**config.mk**
```make
export PLATFORM = sky130hd
export DESIGN_NAME = sw_debounce
export DESIGN_NICKNAME = d
export VERILOG_FILES = /design/src/rtl/sw_debounce.sv
export SDC_FILE = /design/constraint.sdc
export NUM_CORES = 1
export LEC_CHECK = 0
export CAP_MARGIN = 15
export CORE_ASPECT_RATIO = 0.8
export CORE_MARGIN = 2
export CORE_UTILIZATION = 53
export DETAILED_ROUTE_END_ITERATION = 8
export GPL_ROUTABILITY_DRIVEN = 0
export HOLD_SLACK_MARGIN = 0.05
export PLACE_DENSITY = 0.72
export RECOVER_POWER = 50
export SLEW_MARGIN = 40
export SYNTH_ARGS = -nofsm -noshare
export SYNTH_HDL_FRONTEND = slang
export SYNTH_SLANG_ARGS = --single-unit
```
**constraint.sdc**
```tcl
create_clock -name CLK -period 1.75 [get_ports CLK]
set_clock_uncertainty 0.2 [all_clocks]
set_input_delay 0.175 -clock CLK [delete_from_list [all_inputs] [get_ports CLK]]
set_output_delay 0.175 -clock CLK [all_outputs]
set_load 0.01 [all_outputs]
```
**src/rtl/sw_debounce.sv**
```systemverilog
// sw_debounce
// ----------------------------------------------------------------------------
// Input conditioner for asynchronous board inputs (slide switches, push
// buttons). Every channel first passes through a flip-flop synchronizer. A
// saturating counter then filters contact bounce. The block produces a clean
// level and one-cycle rise/fall pulses. This is the read side of the pin
// interface and feeds the video-controller control logic.
//
// Parameters
//   N            number of independent input channels
//   CNT_W        debounce counter width; a change must persist for 2**CNT_W
//                qualifying (ce=1) cycles before it is accepted
//   SYNC_STAGES  synchronizer depth, 2 or 3
//
// Ports
//   CLK         system clock, rising edge
//   RST         synchronous, active-high reset; clears all state
//   ce          count enable / prescale tick (tie high for full-rate filtering)
//   raw_in      [N] asynchronous input levels
//   level       [N] debounced, synchronized level
//   rise        [N] one-cycle pulse on each accepted 0->1 transition
//   fall        [N] one-cycle pulse on each accepted 1->0 transition
//   any_change  OR of all rise/fall bits, aligned with them
// ----------------------------------------------------------------------------
module sw_debounce #(
  parameter int N           = 2,
  parameter int CNT_W       = 20,
  parameter int SYNC_STAGES = 2
) (
  input  logic         CLK,
  input  logic         RST,
  input  logic         ce,
  input  logic [N-1:0] raw_in,
  output logic [N-1:0] level,
  output logic [N-1:0] rise,
  output logic [N-1:0] fall,
  output logic         any_change
);

  localparam logic [CNT_W-1:0] CNT_MAX = {CNT_W{1'b1}};

  // Bit 0 is the first synchronizer stage. Bit SYNC_STAGES-1 is the
  // synchronized value that the filter uses.
  logic [SYNC_STAGES-1:0] sync_reg [N];
  logic [CNT_W-1:0]       cnt_reg  [N];
  logic [CNT_W-1:0]       cnt_next [N];

  logic [N-1:0] sync_s;
  logic [N-1:0] commit;
  logic [N-1:0] level_reg;
  logic [N-1:0] level_next;
  logic [N-1:0] rise_reg;
  logic [N-1:0] rise_next;
  logic [N-1:0] fall_reg;
  logic [N-1:0] fall_next;
  logic         any_change_reg;

  genvar gi;
  generate
    for (gi = 0; gi < N; gi = gi + 1) begin : g_ch
      logic mismatch;
      logic at_max;

      assign sync_s[gi] = sync_reg[gi][SYNC_STAGES-1];
      assign mismatch   = sync_s[gi] ^ level_reg[gi];
      assign at_max     = (cnt_reg[gi] == CNT_MAX);

      // The counter never wraps. Reaching MAX with ce high is the commit
      // point, and the counter restarts from zero on that same edge.
      assign commit[gi] = mismatch & ce & at_max;

      // Any agreement between input and level clears the count. A single
      // bounce therefore restarts the whole qualification window.
      assign cnt_next[gi] = !mismatch ? '0 :
                            !ce       ? cnt_reg[gi] :
                            at_max    ? '0 :
                                        cnt_reg[gi] + CNT_W'(1);

      assign level_next[gi] = level_reg[gi] ^ commit[gi];
      assign rise_next[gi]  = commit[gi] & sync_s[gi];
      assign fall_next[gi]  = commit[gi] & ~sync_s[gi];
    end
  endgenerate

  always_ff @(posedge CLK) begin
    if (RST) begin
      for (int i = 0; i < N; i++) begin
        sync_reg[i] <= '0;
        cnt_reg[i]  <= '0;
      end
      level_reg      <= '0;
      rise_reg       <= '0;
      fall_reg       <= '0;
      any_change_reg <= 1'b0;
    end else begin
      for (int i = 0; i < N; i++) begin
        // The synchronizer runs every cycle, independent of ce.
        sync_reg[i] <= {sync_reg[i][SYNC_STAGES-2:0], raw_in[i]};
        cnt_reg[i]  <= cnt_next[i];
      end
      level_reg      <= level_next;
      rise_reg       <= rise_next;
      fall_reg       <= fall_next;
      any_change_reg <= |(rise_next | fall_next);
    end
  end

  assign level      = level_reg;
  assign rise       = rise_reg;
  assign fall       = fall_reg;
  assign any_change = any_change_reg;

endmodule

```
**Word level (Yosys, flattened, before mapping)**

Memory sizes are Yosys's and may differ from the RTL's.
Index checks and enable logic that the tools add are counted.
W data, S select, Z words.

- Memories kept: 2
- Word-level logic and storage cells: 43
- RAM bits: 44
- Output and inout bits: 7
- Flip-flop bits (word level): 7
- Input port bits: 5

Memory list:

| memory | words | width | rd ports | clocked after memory_dff | wr ports | RTL line | text |
|---|---|---|---|---|---|---|---|
| cnt_reg | 2 | 20 | 2 | 0 | 2 | 45 | `logic [CNT_W-1:0] cnt_reg [N];` |
| sync_reg | 2 | 2 | 2 | 0 | 2 | 44 | `logic [SYNC_STAGES-1:0] sync_reg [N];` |

- Eq/ne operators: 2
- Reductions and logical operators: 1
- Bitwise gates (word level): 19
- Muxes and demuxes: 13
- Add/sub/neg operators: 2

Operators with widths:

| kind | number |
|---|---|
| $mux W20 | 8 |
| $add A20 B1 Y20 const B | 2 |
| $eq A20 B20 Y1 const B | 2 |
| $and A1 B1 Y1 | 8 |
| $mux W2 | 2 |
| $or A1 B1 Y1 | 4 |
| $xor A1 B1 Y1 | 4 |
| $mux W1 | 3 |
| $not A1 Y1 | 2 |
| $or A2 B2 Y2 | 1 |
| $reduce_or A2 Y1 | 1 |

**Depth between registers and ports, before layout**

Gate-level depths: netlist (run 1).

- Word-level depth: 6
- Gate-level depth with buffers: 7
- Mapped depth without buffers: 5

**Worst setup path after synthesis (run 1)**

OpenSTA, ideal clock, no wires.

- Kind: register -> register
- From: memory cnt_reg[1][0], in the netlist cnt_reg[0][20]
- To: memory cnt_reg[1][3], in the netlist cnt_reg[0][23]
- Stages on the path, launching flop included: 8
- Slack: -0.154 ns
- Buffers on the path: 2
- Library setup time: 0.117 ns
- Clock period less this slack: 1.904 ns
- Required time: 1.433 ns
- Arrival: 1.587 ns
- Cells stage by stage: dfxtp_1 > ha_1 > and3_1 > clkbuf_1 > nand3_2 > o31ai_2 > buf_2 > nor2_1

RTL lines:

| what | RTL line |
|---|---|
| start: declaration | 45 |

==> results.ini, run 1 <==
[run_status]
status = complete, but fails checks
failed_checks = negative setup slack

[logic_synthesis]
synth.area.mux_share_pct = 0.8734
synth_simple_gate_area_share_pct = 31.88
synth.cell_area_um2 = 2292
count_of_flip_flops_with_a_built_in_enable_after_synthesis = 0
net_count_after_synthesis = 262
synthXorXnorAreaFrac_pct = 9.934
synth-async-reset-ratio_pct = 0
synth_top_family_by_area = simple AND/OR/NAND/NOR gates
yosysWarnings = 0
syn-mean-instance-area_um2 = 8.989
synth-compound-area-share_pct = 8.461
postSynthRegisterBits = 51
post_synth_inst_count = 255
post_synth_adder_cell_area_pct = 1.092
synth_cell_type_count = 44
synth_flop_cell = sky130_fd_sc_hd__dfxtp_1
synth-seq-area-share_pct = 44.54

[sta]
fin_hold_ws_ns = 0.1380
final-hold-violation-count = 0
worst-slew-pin-transition_ns = 0.3764
maxSlewHeadroom_pct = 74.91
final_critical_path_setup_slack_ns = -0.01598
slew_violations = 0
setup_viol_count_final = 5
unrepaired_setup_endpoints_after_global_routing = true
max_clock_freq_ghz = 0.5663
setup_total_negative_slack_ns = -0.04620
fin_crit_share_pct = 100.9
min_period_ns = 1.766

[grt]
grt_antenna_before_repair = 0
number_of_global_route_vias_before_repair = 1818
track_usage_pct = 20.09
grt_overflow = 0
grt_max_degree = 16
global_route_wire_length_before_repair_um = 7914

[die]
start_util_pct = 54.87
die_w_um = 77.53
dieHeight_um = 62.82
core_area_um2 = 4178
fp.dieArea_um2 = 4870
io_pins = 12
placement_rows = 21

[cts]
clk_latency_ns = 0.30
tritoncts = done
cts_buffers = 5
cts_root_buffer = sky130_fd_sc_hd__clkbuf_8
cts.sinks = 51
h-tree-depth = 2
cts_max_path_buffers = 2
clk_transition_reported_paths_ns = 0.10

[placed_design]
hpwl_um = 3274
place_inst = 351
buffer_ports.inserted = 11

[drt]
via_per_inst = 5.384
route.detailed.drc = 0
detail-route-antenna-nets = 0
routed_wl_um = 4900
first_iter_violations = 122
wire_per_inst_um = 13.35
vias = 1976
detailedRoute.firstPassIterationCount = 4

[setup_path]
timing.critical_path.cells = ha_4 > and3_4 > nand3_4 > o31ai_4 > clkbuf_16 > nor2_1
cp-end-kind = flip-flop
start_kind = flip-flop
worst_path_dominant_cell_family = compound AO/OA/AOI/OAI gates
critical_path_buf_inv_count = 1
cp_peak_stage_delay_ns = 0.37
wp_data_required_ns = 1.75
crit_path_top_delay_cell = sky130_fd_sc_hd__o31ai_4
worstPathArrival_ns = 1.76
worstPathMaxFanout = 6
criticalPathCategory = reg -> reg

[pwr]
power.combinational.fraction_pct = 2.8
power.density_cell_area_nw_per_um2 = 619.2
p_int_mw = 1.472
worst_ir_drop_vdd_v = 0.0004298
netSwitchingPower_mw = 0.4081
clkPwrFrac_pct = 35.1
leakagePower_nw = 1.127
seq_power_share_pct = 62.0
netSwitchingFraction_pct = 21.71

[cells_and_area]
area_growth_pct = 32.48
drive_above_1_share_pct = 28.39
largest_register_ffs = 40
antenna_cells = 0
nets = 316
finalNonFillerCells = 367

[worst_hold_path]
timing.hold.worst.class = in -> reg

[run]
max_cap_violations = 0

[layout make-up]
class                   instances  area, um^2
flip-flops and latches         51        1036
inverters                       5       18.77
fillers                       299        1141
well taps                      57       71.32
repair buffers                 59       509.2
clock buffers                   7       76.32
multi-input cells             187        1320
clock inverters                 1       5.005
[cells by family after synthesis]
kind of cell,Yosys count
adders and majority gates,2
AOI/OAI and AO/OA,29
and+or+nand+nor,128
xor gates and xnor gates,26
buffers and inverters,17
DFF,51
muxes,2
[final timing paths]
path | cells after the start | slack, ns | endpoint | startpoint
min | 4 | 0.14 | cnt_reg[0][22] | ce
max | 6 | -0.02 | cnt_reg[0][31] | cnt_reg[0][21]
min reg2reg | 1 | 0.25 | sync_reg[0][3] | sync_reg[0][2]
max reg2reg | 6 | -0.02 | cnt_reg[0][31] | cnt_reg[0][21]
[layout by cell type, fill, tap and decap left out, types with 4 or more instances in the layout]
| master | Yosys | routed |
|---|---|---|
| sky130_fd_sc_hd__nor2b_1 | 5 | 5 |
| sky130_fd_sc_hd__xor2_1 | 15 | 15 |
| sky130_fd_sc_hd__inv_1 | 5 | 5 |
| sky130_fd_sc_hd__or4_1 | 6 | 6 |
| sky130_fd_sc_hd__dlygate4sd3_1 | 0 | 7 |
| sky130_fd_sc_hd__or3_1 | 5 | 5 |
| sky130_fd_sc_hd__nand2_1 | 16 | 16 |
| sky130_fd_sc_hd__nand2b_1 | 5 | 5 |
| sky130_fd_sc_hd__nand3_1 | 11 | 10 |
| sky130_fd_sc_hd__nor2_1 | 28 | 27 |
| sky130_fd_sc_hd__dfxtp_2 | 0 | 9 |
| sky130_fd_sc_hd__and3_1 | 12 | 11 |
| sky130_fd_sc_hd__o21ai_0 | 4 | 4 |
| sky130_fd_sc_hd__dfxtp_1 | 51 | 41 |
| sky130_fd_sc_hd__clkbuf_8 | 0 | 5 |
| sky130_fd_sc_hd__nand4_1 | 13 | 13 |
| sky130_fd_sc_hd__xnor2_1 | 11 | 11 |
| sky130_fd_sc_hd__o31ai_1 | 5 | 5 |
| sky130_fd_sc_hd__buf_4 | 1 | 43 |
| sky130_fd_sc_hd__a21oi_1 | 9 | 6 |
[what timing repair did]
item	4_1_cts	5_1_grt
endpoints found under the setup margin	4	24
gates resized for setup	9	21
hold buffers	0	0
cloned	0	1
pin swaps	1	3
buffers inserted	1	6
[worst reg2reg max path: cells and delay by family, from the launching register on]
kind            cells  cell delay [ns]
buf+inv             1             0.23
fa+ha+maj           1             0.15
simple gates        3             0.36
flops               1             0.36
compound gates      1             0.37
[synthesized netlist by cell type (2+ instances only)]
cell type / count / area share, %
sky130_fd_sc_hd__or3_1: 5 / 1.4
sky130_fd_sc_hd__nand2b_1: 5 / 1.4
sky130_fd_sc_hd__o21ai_0: 4 / 0.87
sky130_fd_sc_hd__mux2i_1: 2 / 0.87
sky130_fd_sc_hd__buf_2: 5 / 1.1
sky130_fd_sc_hd__a22o_1: 2 / 0.76
sky130_fd_sc_hd__o31ai_1: 5 / 1.6
sky130_fd_sc_hd__and3_1: 12 / 3.3
sky130_fd_sc_hd__or4_1: 6 / 2.0
sky130_fd_sc_hd__nor2b_1: 5 / 1.4
sky130_fd_sc_hd__ha_1: 2 / 1.1
sky130_fd_sc_hd__nor3b_1: 2 / 0.65
sky130_fd_sc_hd__xor2_1: 15 / 5.7
sky130_fd_sc_hd__a21oi_1: 9 / 2.0
sky130_fd_sc_hd__nand4_1: 13 / 3.5
sky130_fd_sc_hd__nand2_1: 16 / 2.6
sky130_fd_sc_hd__nor4_1: 3 / 0.82
sky130_fd_sc_hd__inv_1: 5 / 0.82
sky130_fd_sc_hd__nor3_1: 5 / 1.1
sky130_fd_sc_hd__and2_1: 2 / 0.55
sky130_fd_sc_hd__and4_1: 6 / 2.3
sky130_fd_sc_hd__clkbuf_1: 6 / 0.98
sky130_fd_sc_hd__nor2_1: 28 / 4.6
sky130_fd_sc_hd__dfxtp_1: 51 / 45
sky130_fd_sc_hd__a31oi_1: 2 / 0.55
sky130_fd_sc_hd__nand3_1: 11 / 2.4
sky130_fd_sc_hd__xnor2_1: 11 / 4.2
[per-stage QoR]
step | worst slack (ns) | cell area, um^2 | total power [mW] | util [%]
after global placement | -0.2775 | 2778 | 1.244 | 66.49
final | -0.01598 | 3037 | 1.880 | 72.69
after floorplan | -0.001110 | 2338 | 1.219 | -
after detailed placement | -0.2726 | 2778 | 1.244 | 66.49
after global routing | -0.06916 | 3037 | 1.945 | 72.69
after CTS | 0.003430 | 2905 | 1.891 | 69.54
[routing by layer]
layer	wire length, um	part of all wire, %	vias up	GRT usage (%)
li1	-	-	1025	-
met1	2605	53	910	28.24
met2	2054	42	36	30.00
met3	185	3.8	5	4.335
met4	55	1.1	0	8.036
met5	0	0	-	0
[power by group through the flow]
stage                     Clock [mW]  Combinational (mW)  Sequential (mW)
after floorplan                    0              0.0242             1.19
after global placement             0              0.0487             1.20
after detailed placement           0              0.0488             1.20
after CTS                      0.675              0.0501             1.17
after global routing           0.720              0.0572             1.17
final                          0.661              0.0528             1.17
Note: power is estimated with default switching activity, not from simulation.
==> inputs of run 2 (changes only) <==
Settings changed: GPL_ROUTABILITY_DRIVEN 0 to default, SKIP_CTS_REPAIR_TIMING from default to 1.
==> run 2 against run 1 <==
Net effect:
- the run now ends clean
- combinational power is 9.1% lower
- critical path type unchanged
- global-route usage did not move
- sequential power about the same
==> results.ini, run 2 (synthesis gave the netlist of run 1 again) <==
[worst_hold_path]
hold_start = raw_in[0]
timing.hold.worst.class = in -> reg
hold-path-endpoint = sync_reg[0][0]
worst_hold_path.num_cells = 2  ; -2

[drt]
route.detailed.drc = 0  ; unchanged
via_per_inst = 5.314  ; -1.3%
detail-route-antenna-nets = 0  ; unchanged
vias = 1929  ; -2.4%
routed_wl_um = 4623  ; -5.7%
first_iter_violations = 133  ; +9.0%
wire_per_inst_um = 12.74  ; -4.6%
detailedRoute.firstPassIterationCount = 4  ; unchanged

[die]
placement_rows = 21  ; unchanged
die_w_um = 77.53  ; unchanged
core_area_um2 = 4178  ; unchanged
start_util_pct = 54.87  ; unchanged
io_pins = 12  ; unchanged
dieHeight_um = 62.82  ; unchanged
fp.dieArea_um2 = 4870  ; unchanged

[setup_path]
criticalPathCategory = reg -> reg
cp-end-kind = flip-flop
cp_peak_stage_delay_ns = 0.39  ; +0.02 ns
crit-reg2reg-launch = cnt_reg[0][0]
crit_path_top_delay_cell = sky130_fd_sc_hd__or4_1
worstPathMaxFanout = 4  ; -2
worstPathArrival_ns = 1.76  ; about the same
wp_data_required_ns = 1.79  ; +0.04 ns
reg2regPathDepth = 5  ; -1
start_kind = flip-flop
reg2reg_slack_ns = 0.03  ; +0.05 ns
timing.critical_path.cells = ha_4 > nand4_1 > or3_4 > or4_1 > nand2_1
worst_r2r_endpoint = cnt_reg[0][18]

[cells_and_area]
nets = 312  ; -1.3%
fillerInstances = 319  ; +6.7%
drive_above_1_share_pct = 27.12  ; -1.3 points
reg_area_um2 = 1040  ; +0.36%
multiInputGateArea_um2 = 1308  ; -0.95%
largest_register_ffs = 40  ; unchanged
area_growth_pct = 29.91
most-common-layout-cells = sky130_fd_sc_hd__dfxtp_1 (40), sky130_fd_sc_hd__buf_4 (40), sky130_fd_sc_hd__nor2_1 (28)
fin_util_pct = 71.28  ; -1.4 points
antenna_cells = 0  ; unchanged

[cts]
cts.sinks = 51  ; unchanged
h-tree-depth = 2  ; unchanged
cts_max_path_buffers = 2  ; unchanged
cts_buffers = 5  ; unchanged
clk_latency_ns = 0.30  ; about the same
clk_transition_reported_paths_ns = 0.09  ; about the same
tritoncts = done
cts_root_buffer = sky130_fd_sc_hd__clkbuf_8

[placed_design]
hpwl_um = 3274  ; unchanged
placer_congestion = 0.8500
buffer_ports.inserted = 11  ; unchanged

[grt]
grt_max_degree = 16  ; unchanged
global_route_wire_length_before_repair_um = 7893  ; -0.27%
grt_antenna_before_repair = 0  ; unchanged
track_usage_pct = 20.09  ; unchanged
number_of_global_route_vias_before_repair = 1814  ; -0.22%
grt_overflow = 0  ; unchanged

[sta]
setup_total_negative_slack_ns = 0  ; +0.04620 ns
maxSlewHeadroom_pct = 75.05  ; +0.15 points
min_period_ns = 1.721  ; -0.04507 ns
fin_crit_share_pct = 98.34  ; -2.6 points
setup_viol_count_final = 0  ; -5
final-hold-violation-count = 0  ; unchanged
slew_violations = 0  ; unchanged
unrepaired_setup_endpoints_after_global_routing = true
max_clock_freq_ghz = 0.5811  ; +2.6%
fin_hold_ws_ns = 0.2372  ; +0.09916 ns
worst-slew-pin-transition_ns = 0.3742  ; -0.002182 ns

[pwr]
leakagePower_nw = 1.092  ; -3.1%
total_power_mw = 1.867  ; -0.70%
worst_ir_drop_vdd_v = 0.0004279  ; -0.44%
power.density_cell_area_nw_per_um2 = 627.0  ; +1.3%

[run]
max_cap_violations = 0  ; unchanged

[run_status]
status = complete, no violations

-- run 2: cell types whose count changed in the layout (fill, tap and decap cells not counted), sizes merged --
| cell | change |
|---|---|
| buf | -3 |
| clkbuf | -1 |
| clkdlybuf4s50 | +1 |
| dlymetal6s2s | -1 |
-- run 2: how the worst max path moves through the flow --
stage / start / endpoint / slack [ns] / cells after the start
2_1_floorplan: cnt_reg[0][1] / cnt_reg[0][18] / -0.001 / 5
3_3_place_gp: ce / cnt_reg[0][16] / -0.28 / 7
3_5_place_dp: ce / cnt_reg[0][16] / -0.27 / 7
4_1_cts: cnt_reg[0][30] / cnt_reg[0][38] / -0.07 / 4
5_1_grt: cnt_reg[0][0] / cnt_reg[0][16] / -0.05 / 7
6_report: cnt_reg[0][0] / cnt_reg[0][18] / 0.03 / 5
-- run 2: worst max-delay path, delay by kind of cell (launching register included) --
| family | cells | cell delay (ns) |
|---|---|---|
| AND/OR/NAND/NOR | 4 | 0.93 |
| flip-flops | 1 | 0.38 |
| adder cells (fa/ha/maj) | 1 | 0.15 |
-- run 2: through the flow --
step / std cells / setup WS, ns / cell area, um^2
finish: 363 / 0.02909 / 2978
floorplan: 255 / -0.001110 / 2338
detailed placement: 351 / -0.2726 / 2778
global route: 363 / -0.05137 / 2978
global placement: 351 / -0.2775 / 2778
CTS: 359 / -0.06571 / 2859
-- run 2: where the power goes --
group,leakage [nW],internal (mW),switching [mW]
clock,0.0422,0.282,0.372
combinational,0.632,0.0248,0.0232
sequential,0.418,1.16,0.00375
-- run 2: layout make-up --
cell class	instances	share of cell area, %
Clock inverter	1	0.1681
Sequential cell	51	34.92
Inverter	5	0.6303
Multi-Input combinational cell	187	43.91
Tap cell	57	2.395
Clock buffer	7	2.563
Timing Repair Buffer	55	15.42
-- run 2: metal layers --
metal	vias to the layer above	global-route usage (%)	part of all wire (%)
met3	5	4.335	4.5
li1	1014	-	-
met1	875	28.33	53
met2	35	29.78	41
met5	-	0	0
met4	0	8.259	1.2
==> inputs of run 3 (changes only) <==
Settings changed: ABC_CLOCK_PERIOD_IN_PS from default to 1750, CORE_UTILIZATION 53 to 35, CTS_BUF_LIST from default to sky130_fd_sc_hd__clkbuf_2, PLACE_DENSITY 0.72 to 0.5.
==> run 3 against run 2 <==
Net effect:
- the flow now finishes with violations (negative setup slack)
- flip-flop and latch count unchanged
- critical path depth unchanged
- highest routed layer unchanged
- combinational power up 7.7%
- total power down 9.6%
- count of clock-buffer cells in the layout down 2
- worst hold slack worse by 0.16 ns
- first-iteration DRC count down 57%
- core utilization down 24 points
- non-clock buffer count up 6
==> results.ini, run 3 (synthesis gave the netlist of run 1 again) <==
[cts]
cts_root_buffer = sky130_fd_sc_hd__clkbuf_2
h-tree-depth = 2  ; unchanged
cts_buffers = 5  ; unchanged
cts_max_path_buffers = 2  ; unchanged
tritoncts = done
clk_latency_ns = 0.43  ; +0.13 ns
clk_transition_reported_paths_ns = 0.25  ; +0.16 ns
cts.sinks = 51  ; unchanged

[drt]
via_per_inst = 4.929  ; -7.2%
route.detailed.drc = 0  ; unchanged
routed_wl_um = 4913  ; +6.3%
detailedRoute.firstPassIterationCount = 4  ; unchanged
wire_per_inst_um = 12.41  ; -2.6%
first_iter_violations = 57  ; -57%
vias = 1952  ; +1.2%
detail-route-antenna-nets = 0  ; unchanged

[setup_path]
start_kind = flip-flop
worst_path_dominant_cell_family = simple AND/OR/NAND/NOR gates
criticalPathCategory = reg -> reg
worstPathArrival_ns = 1.97  ; +0.21 ns
worstPathMaxFanout = 4  ; unchanged
timing.critical_path.cells = ha_4 > nand4_1 > or3_4 > or4_1 > nand2_1
reg2reg_slack_ns = -0.02  ; -0.05 ns
critical_path_buf_inv_count = 0  ; unchanged
crit_path_top_delay_cell = sky130_fd_sc_hd__dfxtp_4
wp_data_required_ns = 1.94  ; +0.15 ns
cp_peak_stage_delay_ns = 0.43  ; +0.04 ns
cp-end-kind = flip-flop

[die]
start_util_pct = 35.95  ; -19 points
dieHeight_um = 76.38  ; +22%
io_pins = 12  ; unchanged
die_w_um = 94.48  ; +22%
core_area_um2 = 6376  ; +53%
placement_rows = 26  ; +24%
fp.dieArea_um2 = 7216  ; +48%

[cells_and_area]
drive_above_1_share_pct = 29.17  ; +2.0 points
mostFrequentLayoutCell = sky130_fd_sc_hd__buf_4
antenna_cells = 0  ; unchanged
most-common-layout-cells = sky130_fd_sc_hd__buf_4 (46), sky130_fd_sc_hd__dfxtp_1 (36), sky130_fd_sc_hd__nor2_1 (28)
nets = 318  ; +1.9%
finalNonFillerCells = 396  ; +9.1%
largest_register_ffs = 40  ; unchanged
fin_util_pct = 47.14  ; -24 points
area_growth_pct = 31.11
post-route-cell-area_um2 = 3005  ; +0.92%

[sta]
final-hold-violation-count = 0  ; unchanged
unrepaired_setup_endpoints_after_global_routing = true
fin_hold_ws_ns = 0.07474  ; -0.1624 ns
min_period_ns = 1.774  ; +0.05324 ns
setup_viol_count_final = 1  ; +1
slew_violations = 0  ; unchanged
maxSlewHeadroom_pct = 68.41  ; -6.6 points
final_critical_path_setup_slack_ns = -0.02414  ; -0.05324 ns
max_clock_freq_ghz = 0.5637  ; -3.0%
worst-slew-pin-transition_ns = 0.4738  ; +0.09956 ns
setup_total_negative_slack_ns = -0.02414  ; -0.02414 ns
fin_crit_share_pct = 101.4  ; +3.0 points

[grt]
number_of_global_route_vias_before_repair = 1706  ; -6.0%
grt_max_degree = 16  ; unchanged
grt_overflow = 0  ; unchanged
global_route_wire_length_before_repair_um = 8093  ; +2.5%
grt_antenna_before_repair = 0  ; unchanged
track_usage_pct = 14.30  ; -5.8 points

[placed_design]
dp_area_um2 = 2856  ; +2.8%
buffer_ports.inserted = 11  ; unchanged
place_inst = 384  ; +9.4%
hpwl_um = 3597  ; +9.9%
placement.setup.worst_slack_ns = -0.3560  ; -0.08338 ns
placer_congestion = 0.7663  ; -9.8%

[run]
max_cap_violations = 0  ; unchanged

[pwr]
worst_ir_drop_vdd_v = 0.0003131  ; -27%
total_power_mw = 1.688  ; -9.6%
power.density_cell_area_nw_per_um2 = 561.5  ; -10%
leakagePower_nw = 1.154  ; +5.7%

[worst_hold_path]
timing.hold.worst.class = in -> reg

[run_status]
failed_checks = negative setup slack
status = complete, but fails checks

run 3: layer usage:
layer | global-route usage, % | wire length, um | up-vias
li1 | - | - | 1018
met1 | 22.15 | 2752 | 910
met2 | 19.21 | 1959 | 16
met3 | 3.264 | 135 | 8
met4 | 4.783 | 65 | 0
met5 | 0 | 0 | -
run 3: where the power goes:
| group | internal [mW] | switching, mW | leakage, nW |
|---|---|---|---|
| registers | 1.17 | 0.00407 | 0.420 |
| logic | 0.0275 | 0.0242 | 0.702 |
| clock network | 0.0920 | 0.373 | 0.0325 |
run 3: final cells by class:
type / count / area [um^2]
Inverter: 5 / 18.77
Clock buffer: 5 / 25.02
Clock inverter: 3 / 15.01
Sequential cell: 51 / 1045
Timing Repair Buffer: 61 / 510.5
Tap cell: 84 / 105.1
Multi-Input combinational cell: 187 / 1286
Fill cell: 648 / 3371
run 3: final timing paths:
check                   endpoint  cells past startpoint      startpoint
setup / recovery  cnt_reg[0][18]                      5   cnt_reg[0][1]
hold / removal    sync_reg[0][0]                      2       raw_in[0]
setup reg to reg  cnt_reg[0][18]                      5   cnt_reg[0][1]
hold reg to reg   sync_reg[0][3]                      1  sync_reg[0][2]
